## config.mk

```make
export PLATFORM = sky130hd
export DESIGN_NAME = flit_mux2
export DESIGN_NICKNAME = d
export VERILOG_FILES = /design/src/rtl/flit_mux2.sv
export SDC_FILE = /design/constraint.sdc
export NUM_CORES = 1
export LEC_CHECK = 0
export CORE_UTILIZATION = 33
export DETAILED_ROUTE_END_ITERATION = 12
export PLACE_DENSITY = 0.81
export SLEW_MARGIN = 10
export SYNTH_ARGS = -nofsm -noshare
export SYNTH_HDL_FRONTEND = slang
export SYNTH_SLANG_ARGS = --single-unit
```

## constraint.sdc

```tcl
create_clock -name clk -period 0.91 [get_ports clk]
set_input_delay 0.091 -clock clk [delete_from_list [all_inputs] [get_ports clk]]
set_output_delay 0.091 -clock clk [all_outputs]
set_load 0.005 [all_outputs]
```

## src/rtl/flit_mux2.sv

```systemverilog
// Registered 2:1 flit multiplexer with a one-hot port select and fixed port-0 priority.
// Optional macro MUX_SEL_ERR_EN adds a registered osel_err flag for illegal select patterns.
module flit_mux2 #(
    parameter int DATA_W = 64,
    parameter int VCH_W  = 2,
    parameter int SEL_W  = 5
) (
    input  logic              clk,
    input  logic              rst,
    input  logic [DATA_W-1:0] idata_0,
    input  logic              ivalid_0,
    input  logic [VCH_W-1:0]  ivch_0,
    input  logic [DATA_W-1:0] idata_1,
    input  logic              ivalid_1,
    input  logic [VCH_W-1:0]  ivch_1,
    input  logic [SEL_W-1:0]  sel,
    output logic [DATA_W-1:0] odata,
    output logic              ovalid,
    output logic [VCH_W-1:0]  ovch
`ifdef MUX_SEL_ERR_EN
    ,
    output logic              osel_err
`endif
);

    logic [DATA_W-1:0] data_d;
    logic              valid_d;
    logic [VCH_W-1:0]  vch_d;

    // Explicit if/else (not an AND-OR mux) so an X on the unselected port never reaches the flops.
    always_comb begin
        // NOTE: every always_comb output gets a default first so no path can infer a latch.
        data_d  = '0;
        valid_d = 1'b0;
        vch_d   = '0;
        if (sel[0]) begin
            data_d  = idata_0;
            valid_d = ivalid_0;
            vch_d   = ivch_0;
        end else if (sel[1]) begin
            data_d  = idata_1;
            valid_d = ivalid_1;
            vch_d   = ivch_1;
        end
    end

    always_ff @(posedge clk) begin
        // NOTE: sequential state uses non-blocking assignments so all flops update together.
        if (rst) begin
            odata  <= '0;
            ovalid <= 1'b0;
            ovch   <= '0;
        end else begin
            odata  <= data_d;
            ovalid <= valid_d;
            ovch   <= vch_d;
        end
    end

`ifdef MUX_SEL_ERR_EN
    logic sel_err_d;

    always_comb begin
        sel_err_d = sel[0] & sel[1];
        for (int i = 2; i < SEL_W; i++) begin
            sel_err_d = sel_err_d | sel[i];
        end
    end

    always_ff @(posedge clk) begin
        if (rst) begin
            osel_err <= 1'b0;
        end else begin
            osel_err <= sel_err_d;
        end
    end
`else
    // Upper select bits carry no routing meaning when the error flag is compiled out.
    logic unused_sel_hi;
    assign unused_sel_hi = ^sel;
`endif

endmodule

```

==> impl_results.md <==
* Gpl congestion at about 0.78
* Outcome: complete, no violations
* WP data required at roughly 0.82 ns
* Syn Inst Count at about 300
* Synth area leaders: dfxtp_1 (51%), nand3b_1 (19%), a21oi_1 (13%)
* Ys async rst share at 0
* Initial Util at 0.339
* Vias in the first global route at about 2800
* Drt wl/cell at 14.0 um
* P_leak at approximately 2.0 nW
* Fin crit period at ~0.87 ns
* # diodes at 0
* Sink Count at 67
* Final wirelength at approximately 8400 um
* Die area at between 8000 and 9000 um^2
* Gr ovfl total at 0
* Crit path max-delay family: flip-flops
* Layout area overhead at 77.1%
* Core area at approximately 7700 um^2
* Max H-tree Level at 3
* Peak supply drop at 0.00107 V
* Startpoint class of the critical path: flip-flop
* CTS Buf Count at 9
* Clock root cell: clkbuf_8
* Biggest area consumer among synthesized cells: dfxtp_1
* Buffer and inverter count on the worst path at 1
* Top FF cell, synth: dfxtp_1
* Syn_nets at around 440
* Fin nets at between 600 and 700
* Initial antenna violation count at 0
* Final Hold Fails at 0
* Top cell type's share of synthesized area at 0.515
* Fin crit share at 0.954
* Delay of the slowest critical-path stage at roughly 0.32 ns
* Max layer used: met4
* Critical-path top delay cell: dfxtp_2
* Distinct cells, synth at 9
* Die X at a little over 90 um
* Vias per cell at about 4.7
* Synthesized area at 2610 um^2
* Met2 routed WL at 4160 um
* Crit end category: output port
* IO Count at between 200 and 250
* Vias at 2813
* Final worst slack at 0.0423 ns
* 1st-iter DRT viols at 73
* Total GRT Usage at 0.203
* Slew @ Worst Pin at between 0.3 and 0.4 ns
* Register area share after synthesis at 0.515
* CTS tree: yes
* DRC at 0
* Seq cells post-synth at 67
* RSZ-0062 raised after global routing: false
* Place WS at -0.0196 ns
* Die H at between 90 and 100 um
* FMAX at roughly 1200 MHz
* Largest buffer count on any clock path at 2
* Row cnt at 32
* Yosys warnings at 0
* Port bufs at 204
* Hold crit path type: in -> reg
* Cell Pwr Density at about 1500 nW/um^2
* Met3 routed WL at around 700 um
* Post-synth EDFFs at 0
* Largest net degree at the start of global routing at 52
* Clk slew on worst S/H paths at about 0.070 ns
* Final setup viols at 0
* Kind of critical path: reg -> out
* Cell Chain, Critical Path: buf_2
* Relative slew margins at 0.783
* Routed Antenna Nets at 0
* Pre-antenna DRT Iters at 4
* Max FO, Critical Path at 1
* Min Hold Slack at about 0.16 ns
* Max Cap Violations at 0
* CTS Hold Bufs at 0
* Hpwl dp at a little over 6000 um
* Met1 Wirelength at approximately 3300 um
* Fraction of layout cells with a size suffix above 1 at 0.209
* Final Max Tran Viols at 0
* Most frequent cells after synthesis: a21oi_1 (67), dfxtp_1 (67), nand2_1 (67), nand3b_1 (67), clkbuf_1 (9)
* Avg Synthesized Cell Area at a little under 9 um^2
* Critical Path AT at 0.78 ns
* First-pass GRT wire length at ~13000 um
layer usage:
layer,global-route usage,vias up
met2,0.360,144
met1,0.225,1258
li1,-,1393
met3,0.0564,18
met4,0.0899,0
met5,0,-
power breakdown:
group	switching [mW]	total [mW]	internal (mW)
Combinational	0.456	1.29	0.830
Sequential	0.0384	3.14	3.10
Clock	1.08	2.48	1.40
layout make-up:
type / instances / area (um^2)
timing repair buffer: 215 / 1850
clock buffer: 13 / 159
multi-input combinational: 201 / 1090
fill: 729 / 3070
sequential: 67 / 1350
tap: 102 / 128
clock inverter: 2 / 35.0
kinds of logic (layout without fill, tap and decap cells):
kind of cell,after synthesis,count (layout),synth area share
flops,67,67,0.515
buf+inv,28,230,0.0672
compound gates,67,67,0.129
simple gates,134,134,0.289
per-stage QoR:
stage,util,instance area [um^2],total power [mW],setup TNS [ns],instances
2_1_floorplan,-,2610,3.63,0,296
3_5_place_dp,0.617,4750,4.65,-0.0406,585
6_report,0.601,4620,6.90,0,600
4_1_cts,0.600,4620,6.99,0,600
3_3_place_gp,0.617,4750,4.62,-0.0176,585
5_1_grt,0.601,4620,7.25,0,600
final timing paths:
path | end | cells past startpoint | start
worst max-delay path | odata[10] | 1 | odata[10]
worst min-delay path | odata[10] | 3 | rst
worst min-delay path: stages:
cell	delay (ns)
buf_2	0.11
buf_12	0.19
a21oi_1	0.06
registers in the layout, indices dropped and copies added (netlist names):
name    flops
ovalid      1
ovch        2
odata      64
layout by cell type, fill, tap and decap left out:
cell type,netlist,final
clkdlybuf4s50_1,0,134
buf_2,2,69
nand2_1,67,67
nand3b_1,67,67
a21oi_1,67,67
dfxtp_1,67,57
clkbuf_8,0,11
dfxtp_2,0,10
buf_4,4,6
buf_12,0,6
clkbuf_1,9,2
clkinv_2,0,1
bufinv_16,0,1
what timing repair did:
action                                  4_1_cts  5_1_grt
gates resized for setup                     274        1
hold endpoints to repair                      0        0
setup buffers                                 0        0
endpoints found under the setup margin       67        1
Note: power is estimated with default switching activity, not from simulation.
